## src/rtl/seq_detect_param.sv

```systemverilog
// Run-time programmable serial pattern detector with overlap control and a
// saturating match counter. Pattern MSB (pattern[len-1]) is the first bit received.
module seq_detect_param #(
  parameter int MAX_LEN   = 8,
  parameter int CNT_WIDTH = 8,
  parameter int LEN_W     = $clog2(MAX_LEN + 1)
) (
  input  logic                 clk,
  input  logic                 n_rst,
  input  logic                 load,
  input  logic [MAX_LEN-1:0]   pattern,
  input  logic [LEN_W-1:0]     pattern_len,
  input  logic                 overlap,
  input  logic                 i_valid,
  input  logic                 i,
  input  logic                 clear_count,
  output logic                 o,
  output logic [CNT_WIDTH-1:0] match_count,
  output logic                 cfg_err,
  output logic                 armed
);

  typedef enum logic [1:0] {
    ST_IDLE   = 2'd0,
    ST_FILL   = 2'd1,
    ST_SEARCH = 2'd2
  } state_t;

  state_t               state_q, state_d;
  logic [MAX_LEN-1:0]   cfg_pat_q, cfg_pat_d;
  logic [LEN_W-1:0]     cfg_len_q, cfg_len_d;
  logic                 cfg_ovl_q, cfg_ovl_d;
  logic [MAX_LEN-1:0]   hist_q, hist_d;
  logic [LEN_W-1:0]     fill_q, fill_d;
  logic                 o_q, o_d;
  logic                 cfg_err_q, cfg_err_d;
  logic [CNT_WIDTH-1:0] cnt_q, cnt_d;

  logic [MAX_LEN-1:0]   hist_shift_s;
  logic [MAX_LEN-1:0]   len_mask_s;
  logic [LEN_W-1:0]     fill_inc_s;
  logic                 len_ok_s;
  logic                 match_s;
  logic                 cnt_inc_s;

  // Candidate history/fill after accepting the current bit, and the match decision on it
  always_comb begin
    hist_shift_s = {hist_q[MAX_LEN-2:0], i};
    fill_inc_s   = (fill_q < cfg_len_q) ? (fill_q + LEN_W'(1)) : fill_q;
    len_mask_s   = ~({MAX_LEN{1'b1}} << cfg_len_q);
    match_s      = (fill_inc_s == cfg_len_q) &&
                   (((hist_shift_s ^ cfg_pat_q) & len_mask_s) == {MAX_LEN{1'b0}});
    len_ok_s     = (pattern_len >= LEN_W'(1)) && (pattern_len <= LEN_W'(MAX_LEN));
  end

  // Next-state and registered-output logic
  always_comb begin
    state_d   = state_q;
    cfg_pat_d = cfg_pat_q;
    cfg_len_d = cfg_len_q;
    cfg_ovl_d = cfg_ovl_q;
    hist_d    = hist_q;
    fill_d    = fill_q;
    cfg_err_d = cfg_err_q;
    o_d       = 1'b0;
    cnt_inc_s = 1'b0;

    if (load) begin
      if (len_ok_s) begin
        cfg_pat_d = pattern;
        cfg_len_d = pattern_len;
        cfg_ovl_d = overlap;
        hist_d    = {MAX_LEN{1'b0}};
        fill_d    = {LEN_W{1'b0}};
        cfg_err_d = 1'b0;
        state_d   = ST_FILL;
      end else begin
        cfg_err_d = 1'b1;
        state_d   = ST_IDLE;
      end
    end else if ((state_q != ST_IDLE) && i_valid) begin
      if (match_s) begin
        o_d       = 1'b1;
        cnt_inc_s = 1'b1;
        if (cfg_ovl_q) begin
          hist_d  = hist_shift_s;
          fill_d  = fill_inc_s;
          state_d = ST_SEARCH;
        end else begin
          // Non-overlapping: the matched bits may not start another match
          hist_d  = {MAX_LEN{1'b0}};
          fill_d  = {LEN_W{1'b0}};
          state_d = ST_FILL;
        end
      end else begin
        hist_d  = hist_shift_s;
        fill_d  = fill_inc_s;
        state_d = (fill_inc_s == cfg_len_q) ? ST_SEARCH : ST_FILL;
      end
    end else begin
      state_d = state_q;
    end

    if (clear_count) begin
      cnt_d = {CNT_WIDTH{1'b0}};
    end else if (cnt_inc_s && !(&cnt_q)) begin
      cnt_d = cnt_q + CNT_WIDTH'(1);
    end else begin
      cnt_d = cnt_q;
    end
  end

  // State and configuration registers with synchronous active-low reset
  always_ff @(posedge clk) begin
    if (!n_rst) begin
      state_q   <= ST_IDLE;
      cfg_pat_q <= {MAX_LEN{1'b0}};
      cfg_len_q <= {LEN_W{1'b0}};
      cfg_ovl_q <= 1'b0;
      hist_q    <= {MAX_LEN{1'b0}};
      fill_q    <= {LEN_W{1'b0}};
      o_q       <= 1'b0;
      cfg_err_q <= 1'b0;
      cnt_q     <= {CNT_WIDTH{1'b0}};
    end else begin
      state_q   <= state_d;
      cfg_pat_q <= cfg_pat_d;
      cfg_len_q <= cfg_len_d;
      cfg_ovl_q <= cfg_ovl_d;
      hist_q    <= hist_d;
      fill_q    <= fill_d;
      o_q       <= o_d;
      cfg_err_q <= cfg_err_d;
      cnt_q     <= cnt_d;
    end
  end

  assign o           = o_q;
  assign match_count = cnt_q;
  assign cfg_err     = cfg_err_q;
  assign armed       = (state_q != ST_IDLE);

endmodule

```

## config.mk

```make
export PLATFORM = sky130hd
export DESIGN_NAME = seq_detect_param
export DESIGN_NICKNAME = d
export VERILOG_FILES = /design/src/rtl/seq_detect_param.sv
export SDC_FILE = /design/constraint.sdc
export NUM_CORES = 1
export LEC_CHECK = 0
export CAP_MARGIN = 20
export CORE_MARGIN = 4
export CORE_UTILIZATION = 44
export CTS_BUF_LIST = sky130_fd_sc_hd__clkbuf_8
export CTS_CLUSTER_SIZE = 16
export DETAILED_ROUTE_END_ITERATION = 16
export PLACE_DENSITY = 0.75
export SETUP_SLACK_MARGIN = 0.1
export SYNTH_ARGS = -nofsm -noshare
export SYNTH_HDL_FRONTEND = slang
export SYNTH_SLANG_ARGS = --single-unit
```

## constraint.sdc

```tcl
create_clock -name clk -period 2.4 [get_ports clk]
set_input_delay 0.36 -clock clk [delete_from_list [all_inputs] [get_ports clk]]
set_output_delay 0.36 -clock clk [all_outputs]
set_load 0.005 [all_outputs]
```

==> metrics.md, run 1 <==
| Metric | Value |
|---|---|
| First-pass iteration count of the detailed router | 5 |
| Arrival @ worst endpoint | between 2 and 3 ns |
| Number of nets produced by synthesis | 260 |
| Post-synthesis sequential element count | 36 |
| Post-DP HPWL | 3538 um |
| Area leader, netlist | dfxtp_1 |
| Detailed-route wire length per cell | 15.38 um |
| Tot GR Track Use | 0.2041 |
| Final Skew | 0.007048 ns |
| Top area cells in the synthesized netlist | dfxtp_1 (36%), nand2_1 (8.3%), a21boi_0 (4.9%) |
| Final total negative setup slack | 0 ns |
| Post-synthesis async set-or-reset flop share | 0 |
| Vias in the first global route | 1,902 |
| Clock transition at the register clock pins on the worst setup and hold paths after CTS | 0.08 ns |
| Max rail drop VDD | around 0.00039 V |
| Outcome | finished, final reports clean |
| CP endpoint | fill_q[0]$_SDFFE_PN0P_ |
| Overall routed net length | 5275 um |
| Number of max-slew violations in the final report | 0 |
| Finished layout cell area | 0.002765 mm2 |
| Worst slack after detailed placement | -0.04231 ns |
| Skew-Pair Late Insertion Delay | 0.30 ns |
| Sequential fraction of the synthesis area | 0.3643 |
| Capture instance of the worst register-to-register path | fill_q[0]$_SDFFE_PN0P_ |
| Commonest non-fill, non-tap cells in the layout | nand2_1 (43), dfxtp_1 (31), clkdlybuf4s50_1 (29) |
| Hold Violations, Final | 0 |
| Kind of start point of the critical path | flop |
| Quantity of I/O buffers inserted on ports | 29 |
| Vias | 1,923 |
| Count of warnings emitted by yosys | 0 |
| Post-layout minimum cycle time | ~2.4 ns |
| Post-detailed-route count of antenna-violating nets | 0 |
| Area added between synthesis and finish | 39.78% |
| Worst slew margin | 0.6304 |
| Origin of the worst setup path | cfg_len_q[1]$_SDFFE_PN0P_ |
| FMAX | 0.4190 GHz |
| Cell at the root of the clock tree | clkbuf_8 |
| Largest stage delay on the critical path | 0.51 ns |
| Critical path endpoint category | flop |
| Area of the die | 0.005633 mm2 |
| Placer Congestion | approximately 0.84 |
| Num rows | 24 |
| Vias per cell | roughly 5.6 |
| Max stage delay cell, worst path | or4_4 |
| Leading cell type in the layout, fill and taps excluded | nand2_1 |
| Setup repair after global routing missed its margin | yes |
| NumNets Final | approximately 310 |
| Antenna violations before repair | 0 |
| TritonCTS buffer count | 5 |
| Core region area | 0.004354 mm2 |
| Final period utilization | 0.9943 |
| Setup CP Type | flop to flop |
| Setup-violating endpoint count in the final report | 0 |
| Number of filler instances in the final layout | 352 |
| Worst min-delay path class | flop to flop |
| Power density cells | 520.3 mW/mm2 |
| Most used flip-flop cell after synthesis | dfxtp_1 |
| Reg-to-reg startpoint | cfg_len_q[1]$_SDFFE_PN0P_ |
| Number of buffer and inverter instances along the worst setup path | 1 |
| MaxCap Viol Count | 0 |
| Cells after synthesis | 236 |
| Clock sinks | 36 |
| EDFF count, synth | 0 |
| Share of final-layout standard cells stronger than drive strength 1 | 0.2440 |
| Cell variety after synth | 50 |
| Residual DRC | 0 |
| Largest net degree at the start of global routing | 16 |
| Detailed router's first-iteration violation count | between 100 and 150 |
| Buffer depth of the longest clock path | 2 |
| Sequence of cells on the critical path | buf_6 -> or4_4 -> a222oi_1 -> o221ai_2 -> or2_4 -> o311a_1 |
| Worst slack on hold paths | 0.4818 ns |
| Final Core Density | 0.6351 |
| Largest fanout on the critical path | 6 |
| Worst-case reg-to-reg path depth | 6 |
| Setup slack of the most critical reg-to-reg path | about 0.014 ns |
| Cell count along the critical path | 6 |
| Required time worst endpoint | 2.59 ns |
| Number of diodes | 0 |
| Area share of the leading cell type in the synthesized netlist | 0.3643 |
| Post-DP Area | 0.002469 mm2 |
| GRT Residual Overflow | 0 |
| CTS tree | yes |
| Starting utilization of the core area | 0.4543 |
| Number of top-level pins | 30 |
| H-tree level count | 2 |
| Width of the chip | 75.05 um |
| Kind of cell adding the most delay to the critical path | compound AO/OA/AOI/OAI gates |
| Transition time at the pin with the least slew margin | approximately 0.55 ns |
| Y dimension of the die | ~75 um |
| Wire length of the first global-routing pass | between 8000 and 9000 um |
| Static leakage | 1.120 nW |
| Post-synthesis instance area | 0.001978 mm2 |
| Fin worst setup slack | 0.01361 ns |
| Syn avg cell area | between 8 and 9 um2 |
## through the flow
| step | power (mW) | cells |
|---|---|---|
| 2_1_floorplan | 0.7730 | 236 |
| 3_3_place_gp | 0.8574 | 324 |
| 3_5_place_dp | 0.8603 | 324 |
| 4_1_cts | 1.443 | 343 |
| 5_1_grt | 1.501 | 343 |
| 6_report | 1.439 | 343 |
## worst min-delay path, stage by stage, from the launching register on
cell and delay [ns]:
dfxtp_1 0.33, nand2_1 0.05, a21boi_0 0.06
## routing by layer
layer / part of all wire / global-route usage / vias up / wire (um)
li1: - / - / 945 / -
met1: 0.44 / 0.2531 / 904 / 2336
met2: 0.48 / 0.3346 / 58 / 2515
met3: 0.056 / 0.05207 / 16 / 296
met4: 0.024 / 0.08696 / 0 / 127
met5: 0 / 0 / - / 0
## Yosys cell counts, types with 2 or more instances
library cell and instances:
a31oi_1 5, a21boi_0 13, nand4_1 3, o21ai_0 5, a211oi_1 2, and2_1 3, mux2i_1 7, clkbuf_1 8
nand2_1 44, dfxtp_1 36, o311a_1 2, or2_2 3, a41oi_1 2, buf_2 2, nand3_1 6, a211o_1 2
a21o_1 2, a22o_1 8, xor2_1 10, nor2b_1 2, and3_1 3, nor3_1 5, ha_1 5, nor3b_1 2
xnor2_1 4, nor2_1 15, nand2b_1 7, inv_1 6, a21oi_1 3
## timing repair
action / CTS / global route
gates resized for setup: 21 / 6
pin swaps: 10 / 18
setup endpoints to repair: 19 / 22
hold buffers: 0 / 0
setup buffers: 12 / 0
gates cloned: 1 / 0
## cells by family (layout without fill, tap and decap cells)
kind of cell / count (synthesis) / after routing / share of synthesized area
mux: 7 / 7 / 0.03542
buf+inv: 18 / 73 / 0.03921
xor+xnor: 14 / 14 / 0.06198
compound gates: 53 / 53 / 0.2113
flops: 36 / 36 / 0.3643
fa+ha+maj: 5 / 5 / 0.03163
simple gates: 103 / 103 / 0.2562
## worst min path at each step
stage | start | cells past startpoint | end
after floorplan | cfg_ovl_q$_SDFFE_PN0P_ | 2 | cfg_ovl_q$_SDFFE_PN0P_
after global placement | cfg_err$_SDFFE_PN0P_ | 2 | cfg_err$_SDFFE_PN0P_
after detailed placement | cfg_err$_SDFFE_PN0P_ | 2 | cfg_err$_SDFFE_PN0P_
after CTS | cfg_err$_SDFFE_PN0P_ | 2 | cfg_err$_SDFFE_PN0P_
after global routing | cfg_pat_q[3]$_SDFFE_PN0P_ | 2 | cfg_pat_q[3]$_SDFFE_PN0P_
final | cfg_pat_q[5]$_SDFFE_PN0P_ | 2 | cfg_pat_q[5]$_SDFFE_PN0P_
## where the power goes
group          leakage [nW]  switching, mW  total (mW)  internal, mW
Clock                0.0541          0.243       0.551         0.308
Sequential            0.295         0.0109       0.622         0.611
Combinational         0.772          0.132       0.266         0.134
Total                  1.12          0.386        1.44          1.05
## state kept, by name, indices dropped and copies added, names as in the netlist
register and count:
cfg_pat_q 8, match_count 8, hist_q 7, cfg_len_q 4, fill_q 4, state_q 2, cfg_err 1, cfg_ovl_q 1
o 1
## layout make-up
class / instances / area (um2) / share of cell area
well taps: 52 / 65.06 / 0.02353
clock buffers: 5 / 68.82 / 0.02489
inverters: 6 / 25.02 / 0.009050
flip-flops and latches: 36 / 729.5 / 0.2638
multi-input cells: 182 / 1308 / 0.4728
clock inverters: 3 / 42.54 / 0.01538
repair buffers: 59 / 526.8 / 0.1905
Power figures use the tool's default switching activity.
==> run 2, diff against run 1 <==
Settings changed: CORE_UTILIZATION 44 to 50, CTS_BUF_LIST sky130_fd_sc_hd__clkbuf_8 to sky130_fd_sc_hd__clkbuf_4 sky130_fd_sc_hd__clkbuf_8, PLACE_DENSITY 0.75 to 0.83.
==> run 2 against run 1 <==
Compared with the run above:
- the run now ends with negative setup slack left
- final cell count decreased by 1.5%
- non-clock buffer count is 1 lower
- worst hold slack got worse by 0.0017 ns
- global-route usage up 2.3 points
- largest cell class unchanged
- highest routed layer unchanged
==> metrics.md, run 2 (same netlist as run 1, synthesis figures left out) <==
| Metric | Value |
|---|---|
| Worst Hold Path EP | cfg_err$_SDFFE_PN0P_ |
| Combinational power share | 0.199 |
| Area added between synthesis and finish | 39.28% |
| Arrival @ worst endpoint | about 2.6 ns |
| Commonest non-fill, non-tap cells in the layout | nand2_1 (43), dfxtp_1 (30), clkdlybuf4s50_1 (29) |
| Core region area | 0.003744 mm2 |
| Sequence of cells on the critical path | inv_2 -> ha_4 -> and3_4 -> a221oi_4 -> mux2i_2 -> xnor2_2 -> buf_6 -> buf_4 -> nand3_1 -> a22o_1 |
| Sw Ratio | 0.2812 |
| NumNets Final | 313 |
| Internal cell power | 0.9886 mW |
| MaxCap Viol Count | 0 |
| Setup repair after global routing missed its margin | yes |
| Capture instance of the worst register-to-register path | fill_q[2]$_SDFFE_PN0P_ |
| Y dimension of the die | 70.90 um |
| Fin worst setup slack | -0.01235 ns |
| Skew-Pair Late Insertion Delay | ~0.30 ns |
| Hold Violations, Final | 0 |
| Area of the die | 0.005027 mm2 |
| Max stage delay cell, worst path | dfxtp_2 |
| Critical path endpoint category | flop |
| Net load switching power | about 0.39 mW |
| Antenna violations before repair | 0 |
| GRT Residual Overflow | 0 |
| Width of the chip | 70.90 um |
| Reg power frac | 0.453 |
| Reg-to-reg startpoint | cfg_len_q[1]$_SDFFE_PN0P_ |
| Buffer depth of the longest clock path | 2 |
| Vias | 1,970 |
| Num rows | 22 |
| Overall routed net length | 5711 um |
| Vias in the first global route | 1,895 |
| Cell at the root of the clock tree | clkbuf_8 |
| Post-DP HPWL | about 3600 um |
| Required time worst endpoint | 2.59 ns |
| Post-layout minimum cycle time | 2.412 ns |
| Final period utilization | 1.005 |
| Largest fanout on the critical path | 5 |
| Kind of cell adding the most delay to the critical path | compound AO/OA/AOI/OAI gates |
| Finished layout cell area | 0.002755 mm2 |
| Largest net degree at the start of global routing | 18 |
| Leading cell type in the layout, fill and taps excluded | nand2_1 |
| Setup-violating endpoint count in the final report | 3 |
| Tot GR Track Use | 0.2266 |
| Detailed-route wire length per cell | 16.90 um |
| Wire length of the first global-routing pass | just over 9000 um |
| Worst slack after detailed placement | -0.02576 ns |
| Share of final-layout standard cells stronger than drive strength 1 | 0.2483 |
| Worst-case reg-to-reg path depth | 10 |
| Worst min-delay path class | flop to flop |
| Kind of start point of the critical path | flop |
| Setup CP Type | flop to flop |
| Post-DP Area | 0.002449 mm2 |
| Number of max-slew violations in the final report | 0 |
| Number of filler instances in the final layout | about 290 |
| Quantity of I/O buffers inserted on ports | 29 |
| Clock power frac | 0.348 |
| Number of top-level pins | 30 |
| Count of hold buffers inserted by post-cts repair | 0 |
| Residual DRC | 0 |
| Setup slack of the most critical reg-to-reg path | -0.01 ns |
| Hold Path Cell Cnt | 2 |
| Placer Congestion | 0.8504 |
| Number of diodes | 0 |
| Final total negative setup slack | -0.02803 ns |
| Failing checks | negative setup slack |
| Number of buffer and inverter instances along the worst setup path | 3 |
| Detailed router's first-iteration violation count | about 220 |
| FMAX | 0.4145 GHz |
| Post-detailed-route count of antenna-violating nets | 0 |
| Largest stage delay on the critical path | roughly 0.35 ns |
| Final Core Density | 0.7360 |
| H-tree level count | 2 |
| Hold Crit Start | cfg_err$_SDFFE_PN0P_ |
| Final Skew | about 0.0076 ns |
| CTS tree | yes |
| Max rail drop VDD | 0.0004124 V |
| TritonCTS buffer count | 5 |
| Static leakage | 1.115 nW |
| Vias per cell | 5.828 |
| Transition time at the pin with the least slew margin | about 0.58 ns |
| Power density cells | 499.2 mW/mm2 |
| Worst slack on hold paths | 0.4801 ns |
| Clock transition at the register clock pins on the worst setup and hold paths after CTS | 0.08 ns |
| Worst slew margin | 0.6114 |
| Outcome | complete, but fails checks |
| Starting utilization of the core area | 0.5284 |
| Clock sinks | 36 |
| First-pass iteration count of the detailed router | 4 |
-- run 2: worst reg2reg max path, cell delays in order, from the launching register on --
cell,delay [ns]
dfxtp_2,0.35
inv_2,0.06
ha_4,0.21
and3_4,0.19
a221oi_4,0.32
mux2i_2,0.34
xnor2_2,0.18
buf_6,0.16
buf_4,0.14
nand3_1,0.13
a22o_1,0.23
-- run 2: how the worst max path moves through the flow --
stage | start | to | depth (start not counted)
global placement | fill_q[3]$_SDFFE_PN0P_ | fill_q[3]$_SDFFE_PN0P_ | 8
finish | cfg_len_q[1]$_SDFFE_PN0P_ | fill_q[2]$_SDFFE_PN0P_ | 10
detailed placement | fill_q[3]$_SDFFE_PN0P_ | hist_q[4]$_SDFFE_PN0P_ | 7
floorplan | cfg_len_q[3]$_SDFFE_PN0P_ | fill_q[0]$_SDFFE_PN0P_ | 10
global route | cfg_len_q[1]$_SDFFE_PN0P_ | state_q[1]$_SDFFE_PN0P_ | 7
CTS | cfg_len_q[1]$_SDFFE_PN0P_ | fill_q[3]$_SDFFE_PN0P_ | 6
-- run 2: final cells by class --
class                   instances  area [um2]  area share
multi-input cells             182        1319      0.4787
flip-flops and latches         36       730.7      0.2652
inverters                       6       25.02    0.009083
well taps                      48       60.06     0.02180
clock inverters                 1       7.507    0.002725
clock buffers                   7       90.09     0.03270
repair buffers                 58       523.0      0.1898
-- run 2: metal layers --
| metal | track usage | share of wire | wire length (um) | up-vias |
|---|---|---|---|---|
| li1 | - | - | - | 951 |
| met1 | 0.2916 | 0.43 | 2456 | 910 |
| met2 | 0.3738 | 0.48 | 2751 | 93 |
| met3 | 0.06108 | 0.066 | 376 | 16 |
| met4 | 0.06263 | 0.022 | 125 | 0 |
| met5 | 0 | 0 | 0 | - |
-- run 2: repair_timing --
action / CTS / global route
gates resized for setup: 12 / 20
setup endpoints to repair: 19 / 22
pin swaps: 8 / 7
setup buffers: 10 / 2
-- run 2: power groups by stage --
stage / logic [mW] / registers (mW) / clock network (mW)
after detailed placement: 0.223 / 0.637 / 0
after global placement: 0.219 / 0.636 / 0
after floorplan: 0.139 / 0.634 / 0
after CTS: 0.249 / 0.623 / 0.477
final: 0.274 / 0.623 / 0.479
after global routing: 0.296 / 0.624 / 0.500
-- run 2: stage by stage --
stage          power [mW]  std cells
6_report            1.375        338
5_1_grt             1.420        338
4_1_cts             1.349        336
3_5_place_dp       0.8594        318
3_3_place_gp       0.8546        318
2_1_floorplan      0.7730        236
